--- config.mk ---
export PLATFORM = sky130hd
export DESIGN_NAME = switch_gesture_decoder
export DESIGN_NICKNAME = d
export VERILOG_FILES = /design/src/rtl/gesture_pkg.sv /design/src/rtl/switch_debounce.sv /design/src/rtl/switch_gesture_decoder.sv
export SDC_FILE = /design/constraint.sdc
export NUM_CORES = 1
export LEC_CHECK = 0
export ABC_AREA = 1
export CORE_MARGIN = 2
export CORE_UTILIZATION = 57
export CTS_BUF_LIST = sky130_fd_sc_hd__clkbuf_8 sky130_fd_sc_hd__clkbuf_16
export CTS_CLUSTER_DIAMETER = 50
export CTS_CLUSTER_SIZE = 12
export DETAILED_ROUTE_END_ITERATION = 12
export GPL_TIMING_DRIVEN = 0
export PLACE_DENSITY = 0.83
export REMOVE_ABC_BUFFERS = 1
export SYNTH_ARGS = -nofsm -noshare
export SYNTH_HDL_FRONTEND = slang
export SYNTH_HIERARCHICAL = 1
export SYNTH_SLANG_ARGS = --single-unit
--- constraint.sdc ---
create_clock -name i_Clk -period 4.3 [get_ports i_Clk]
set_clock_uncertainty 0.05 [all_clocks]
set_input_delay 0.86 -clock i_Clk [delete_from_list [all_inputs] [get_ports i_Clk]]
set_output_delay 0.86 -clock i_Clk [all_outputs]
set_load 0.01 [all_outputs]
--- src/rtl/gesture_pkg.sv ---
// ---------------------------------------------------------------------------
// gesture_pkg
// Shared definitions for the switch gesture decoder: the gesture FSM state
// encoding, the switch count, the SW1+SW2 start-combo mask, and two helpers
// for classifying the accumulated gesture mask.
// ---------------------------------------------------------------------------
package gesture_pkg;

    localparam int         SWITCH_COUNT = 4;
    localparam logic [3:0] START_MASK   = 4'b0011;

    typedef enum logic {
        GESTURE_IDLE = 1'b0,
        GESTURE_HELD = 1'b1
    } gesture_state_e;

    // True when exactly one bit of the mask is set.
    function automatic logic is_one_hot(input logic [3:0] mask);
        return (mask != 4'd0) && ((mask & (mask - 4'd1)) == 4'd0);
    endfunction

    // Index of the set bit of a one-hot mask; 0 for anything else.
    function automatic logic [1:0] one_hot_index(input logic [3:0] mask);
        logic [1:0] idx;
        case (mask)
            4'b0010: idx = 2'd1;
            4'b0100: idx = 2'd2;
            4'b1000: idx = 2'd3;
            default: idx = 2'd0;
        endcase
        return idx;
    endfunction

endpackage

--- src/rtl/switch_debounce.sv ---
// ---------------------------------------------------------------------------
// switch_debounce
// One push-button channel: a 2-flop synchroniser followed by a stability
// counter. The debounced level only follows the synchronised input after it
// has disagreed with the level for DEBOUNCE_LIMIT consecutive cycles; any
// return to the current level restarts the count from zero.
//
// Ports:
//   i_Clk     system clock
//   i_Rst     synchronous active-high reset
//   i_Switch  raw asynchronous switch pin, 1 = pressed
//   o_Switch  registered debounced level
// ---------------------------------------------------------------------------
module switch_debounce #(
    parameter int DEBOUNCE_LIMIT = 250000
) (
    input  logic i_Clk,
    input  logic i_Rst,
    input  logic i_Switch,
    output logic o_Switch
);

    localparam int             CW         = $clog2(DEBOUNCE_LIMIT) + 1;
    localparam logic [CW-1:0]  LAST_COUNT = CW'(DEBOUNCE_LIMIT - 1);

    logic          sync1_q;
    logic          sync2_q;
    logic [CW-1:0] count_q;
    logic [CW-1:0] count_d;
    logic          level_q;
    logic          level_d;

    // The counter only runs while the synchronised input disagrees with the
    // level; the level flips on the cycle the count would reach the limit.
    always_comb begin
        count_d = count_q;
        level_d = level_q;
        if (sync2_q == level_q) begin
            count_d = '0;
        end else if (count_q == LAST_COUNT) begin
            level_d = sync2_q;
            count_d = '0;
        end else begin
            count_d = count_q + 1'b1;
        end
    end

    always_ff @(posedge i_Clk) begin
        if (i_Rst) begin
            sync1_q <= 1'b0;
            sync2_q <= 1'b0;
            count_q <= '0;
            level_q <= 1'b0;
        end else begin
            sync1_q <= i_Switch;
            sync2_q <= sync1_q;
            count_q <= count_d;
            level_q <= level_d;
        end
    end

    assign o_Switch = level_q;

endmodule

--- src/rtl/switch_gesture_decoder.sv ---
// ---------------------------------------------------------------------------
// switch_gesture_decoder
// Input front end for the memory game. Debounces the four push buttons and
// classifies each complete press-and-release gesture on release:
//   - exactly one switch involved  -> o_Press_Valid pulse with o_Press_Id
//   - exactly SW1+SW2 involved     -> o_Start pulse
//   - any other multi-switch set   -> o_Discard pulse
// A gesture runs from the first debounced level rising until all debounced
// levels are low again; every switch seen high in between is accumulated.
//
// Ports:
//   i_Clk, i_Rst               clock, synchronous active-high reset
//   i_Switch_1..i_Switch_4     raw switch pins, 1 = pressed
//   o_Switch_1..o_Switch_4     registered debounced levels
//   o_Press_Valid, o_Press_Id  single-switch gesture pulse and its index
//   o_Start                    SW1+SW2 combo gesture pulse
//   o_Discard                  other multi-switch gesture pulse
//   o_Gesture_Held             debug view of the FSM: 1 while in HELD
// ---------------------------------------------------------------------------
module switch_gesture_decoder
    import gesture_pkg::*;
#(
    parameter int DEBOUNCE_LIMIT = 250000
) (
    input  logic       i_Clk,
    input  logic       i_Rst,
    input  logic       i_Switch_1,
    input  logic       i_Switch_2,
    input  logic       i_Switch_3,
    input  logic       i_Switch_4,
    output logic       o_Switch_1,
    output logic       o_Switch_2,
    output logic       o_Switch_3,
    output logic       o_Switch_4,
    output logic       o_Press_Valid,
    output logic [1:0] o_Press_Id,
    output logic       o_Start,
    output logic       o_Discard,
    output logic       o_Gesture_Held
);

    logic [SWITCH_COUNT-1:0] raw;
    logic [SWITCH_COUNT-1:0] level;

    assign raw = {i_Switch_4, i_Switch_3, i_Switch_2, i_Switch_1};

    for (genvar g = 0; g < SWITCH_COUNT; g++) begin : g_debounce
        switch_debounce #(
            .DEBOUNCE_LIMIT(DEBOUNCE_LIMIT)
        ) u_debounce (
            .i_Clk   (i_Clk),
            .i_Rst   (i_Rst),
            .i_Switch(raw[g]),
            .o_Switch(level[g])
        );
    end

    gesture_state_e          state_q;
    logic [SWITCH_COUNT-1:0] mask_q;
    logic                    press_valid_q;
    logic [1:0]              press_id_q;
    logic                    start_q;
    logic                    discard_q;

    // Event outputs default low every cycle so each one is a single-cycle
    // pulse registered on the edge after the last level falls.
    always_ff @(posedge i_Clk) begin
        if (i_Rst) begin
            state_q       <= GESTURE_IDLE;
            mask_q        <= '0;
            press_valid_q <= 1'b0;
            press_id_q    <= 2'd0;
            start_q       <= 1'b0;
            discard_q     <= 1'b0;
        end else begin
            press_valid_q <= 1'b0;
            press_id_q    <= 2'd0;
            start_q       <= 1'b0;
            discard_q     <= 1'b0;
            case (state_q)
                GESTURE_IDLE: begin
                    if (|level) begin
                        state_q <= GESTURE_HELD;
                        mask_q  <= level;
                    end
                end
                GESTURE_HELD: begin
                    if (level == '0) begin
                        // Levels are all low here, so mask_q is already the
                        // complete set of switches touched in this gesture.
                        state_q <= GESTURE_IDLE;
                        mask_q  <= '0;
                        if (is_one_hot(mask_q)) begin
                            press_valid_q <= 1'b1;
                            press_id_q    <= one_hot_index(mask_q);
                        end else if (mask_q == START_MASK) begin
                            start_q <= 1'b1;
                        end else begin
                            discard_q <= 1'b1;
                        end
                    end else begin
                        mask_q <= mask_q | level;
                    end
                end
                default: begin
                    state_q <= GESTURE_IDLE;
                    mask_q  <= '0;
                end
            endcase
        end
    end

    assign o_Switch_1     = level[0];
    assign o_Switch_2     = level[1];
    assign o_Switch_3     = level[2];
    assign o_Switch_4     = level[3];
    assign o_Press_Valid  = press_valid_q;
    assign o_Press_Id     = press_id_q;
    assign o_Start        = start_q;
    assign o_Discard      = discard_q;
    assign o_Gesture_Held = (state_q == GESTURE_HELD);

endmodule

==> impl_metrics.toml <==
[timing]
setup_violations = 0
finalCriticalPeriod_ns = 2.37
max_freq_mhz = 423
rsz0062_at_grt = "false"
slew_headroom = 0.501
hold_viol_final = 0
maxSlewViolCount = 0
finalCritPeriodShare = 0.550
fin_tns_setup_ns = 0
tightest_slew_ns = 0.746
hold-worst-slack_ns = 0.371

[flow_run]
cap_viol_max_count = 0

[clock_tree]
clock_latency_ns = 0.36
hold_buffers = 0
cts_buffers = 9
clock_path_buffers = 2
cts-resized-gates = 0
h-tree-depth = 3
cts_setup_buffers = 0
numClockSinks = 98
clockRootBuffer = "clkbuf_8"
clkSlewWorstSetupHoldPaths_ns = 0.09
cts_tree = "done"

[synth]
yosysWarnings = 6
ys_ff_latch = 98
synth_area_sq_um = 4750
syn_avg_cell_area_sq_um = 6.86
ys_seq_area_frac = 0.413
yosys.cell_types.count = 24
postSynthCellCount = 692

[power]
p_int_uw = 1220
peakVddDrop_v = 0.000234
p_per_area_nw_per_um2 = 299
fin_total_pwr_uw = 1550
pwr-share-seq = 0.588
p_comb_frac = 0.015
power.switching_uw = 329
p_sw_frac = 0.212
leakage_uw = 0.00175
pwr-share-clk = 0.397

[final_layout]
final_area_sq_um = 5200
drive_gt1_frac = 0.0821
n_antenna_cell = 0
fin_nets = 724
fillers = 709
area_growth_pct = 9.46

[grt]
grtUsageTotal = 0.208
grt_pass1_vias = 3724
globalRouteOverflowTotal = 0
grt_pass1_wl_um = 15200
antenna_found_initial = 0
grt_max_degree = 23

[setup_path]
end_kind = "primary output"
critPathSlowestCell = "clkdlybuf4s50_1"
critPathKind = "flip-flop to primary output"
path_delay_family = "buffers and inverters"
path_buf_inv = 1
startpoint_type = "flip-flop"
path_cells = "clkdlybuf4s50_1"
cpPeakStageDelay_ns = 0.62
path_max_fanout = 5
required_ns = 3.39
cp.arrival_ns = 1.46

[detailed_routing]
drc_errors = 0
viasPerCell = 4.93
wire_per_inst_um = 10.5
drt_iter0_markers = 117
drt_pass1_iterations = 5
ant_nets = 0
vias = 4062
drt_wl_total_um = 8630

[die]
pin_count = 16
core_area_sq_um = 8130
rows = 33
die_y_um = 95.3
dieArea_sq_um = 9080
die_w_um = 95.3
start_util = 0.584

[placed_design]
portBuffers = 15
placed_area_sq_um = 4980
dp_hpwl_um = 6320
gp_congestion = 0.848

[hold_path]
hp-class = "flip-flop to flip-flop"

[outcome]
outcome = "finished clean"
through the flow:
stage / std cells / utilization / setup slack, ns
detailed placement: 808 / 0.613 / 1.78
CTS: 824 / 0.639 / 1.91
global placement: 808 / 0.613 / 1.83
global route: 824 / 0.639 / 1.85
finish: 824 / 0.639 / 1.93
floorplan: 688 / - / 2.91
flip-flops by register name (all words and copies together), names as in the netlist:
signal and cells:
g_debounce.u_debounce/count_q 76, g_debounce.u_debounce/o_Switch 4, g_debounce.u_debounce/sync1_q 4, g_debounce.u_debounce/sync2_q 4, mask_q 4, o_Discard 1
o_Gesture_Held 1, o_Press_Id 2, o_Press_Valid 1, o_Start 1
area by class of cell:
type                       instances  area (sq um)  area share
timing repair buffer              15           150      0.0289
tap                              105           131      0.0253
clock buffer                      11           151      0.0291
sequential                        98          1960       0.377
inverter                         106           398      0.0766
clock inverter                     5          61.3      0.0118
multi-input combinational        484          2340       0.451
kinds of logic after synthesis:
group / Yosys count / share of synthesized area
AND/OR/NAND/NOR: 394 / 0.367
buffers and inverters: 110 / 0.0933
flip-flops: 98 / 0.413
AO/OA/AOI/OAI: 54 / 0.0569
XOR/XNOR: 32 / 0.0590
adder cells (fa/ha/maj): 4 / 0.0105
power groups by stage:
stage | Sequential (uW) | Combinational, uW | Clock (uW)
after floorplan | 934 | 12.5 | 0
after global placement | 935 | 22.3 | 0
after detailed placement | 935 | 23.3 | 0
after CTS | 914 | 23.4 | 636
after global routing | 915 | 26.4 | 676
final | 914 | 23.0 | 616
layout by cell type (no fill, tap or decap), types with 2 or more instances in the layout:
master / instances
nand3b_1: 4
or2_0: 4
nand2_2: 10
ha_1: 4
nand2_1: 156
xor2_1: 28
nand4_1: 5
nand2_4: 4
or2_2: 5
nor2_1: 130
nand3_1: 47
nor3_1: 2
inv_1: 105
dfxtp_1: 98
nor2_2: 17
xnor2_1: 4
a21oi_1: 45
clkbuf_8: 11
o21ai_0: 8
clkinv_4: 2
clkdlybuf4s50_1: 15
nor2_4: 2
nor3b_1: 4
nand3_2: 4
worst paths after layout:
check                                            from                                   end  slack (ns)  cells after the start
setup / recovery    g_debounce[2].u_debounce/o_Switch                            o_Switch_3        1.93                      1
setup reg to reg  g_debounce[1].u_debounce/count_q[0]  g_debounce[1].u_debounce/count_q[14]        2.70                      6
hold reg to reg      g_debounce[2].u_debounce/sync1_q      g_debounce[2].u_debounce/sync2_q        0.37                      2
hold / removal       g_debounce[2].u_debounce/sync1_q      g_debounce[2].u_debounce/sync2_q        0.37                      2
synthesized netlist by cell type:
master      n  share of area
a21oi_1    45          0.047
buf_6       4         0.0095
dfxtp_1    98           0.41
ha_1        4          0.011
inv_1     105          0.083
inv_2       1        0.00079
nand2_1   156           0.12
nand2_2    10          0.013
nand2_4     4         0.0095
nand3_1    47          0.050
nand3_2     4         0.0084
nand3b_1    4         0.0063
nand4_1     5         0.0066
nor2_1    130           0.10
nor2_2     17          0.022
nor2_4      2         0.0047
nor3_1      2         0.0021
nor3b_1     4         0.0063
o21ai_0     8         0.0084
o21ai_1     1         0.0011
or2_0       4         0.0053
or2_2       5         0.0066
xnor2_1     4         0.0074
xor2_1     28          0.052
routing by layer:
layer  vias to the layer above  part of all wire  routed length (um)  track usage
met2                        61              0.50                4320        0.371
met4                         0             0.010                  89       0.0676
met5                         -                 0                   0            0
met1                      1832              0.45                3870        0.244
met3                         9             0.042                 361       0.0490
li1                       2160                 -                   -            -
No activity file was read; power rests on OpenSTA's default activity.
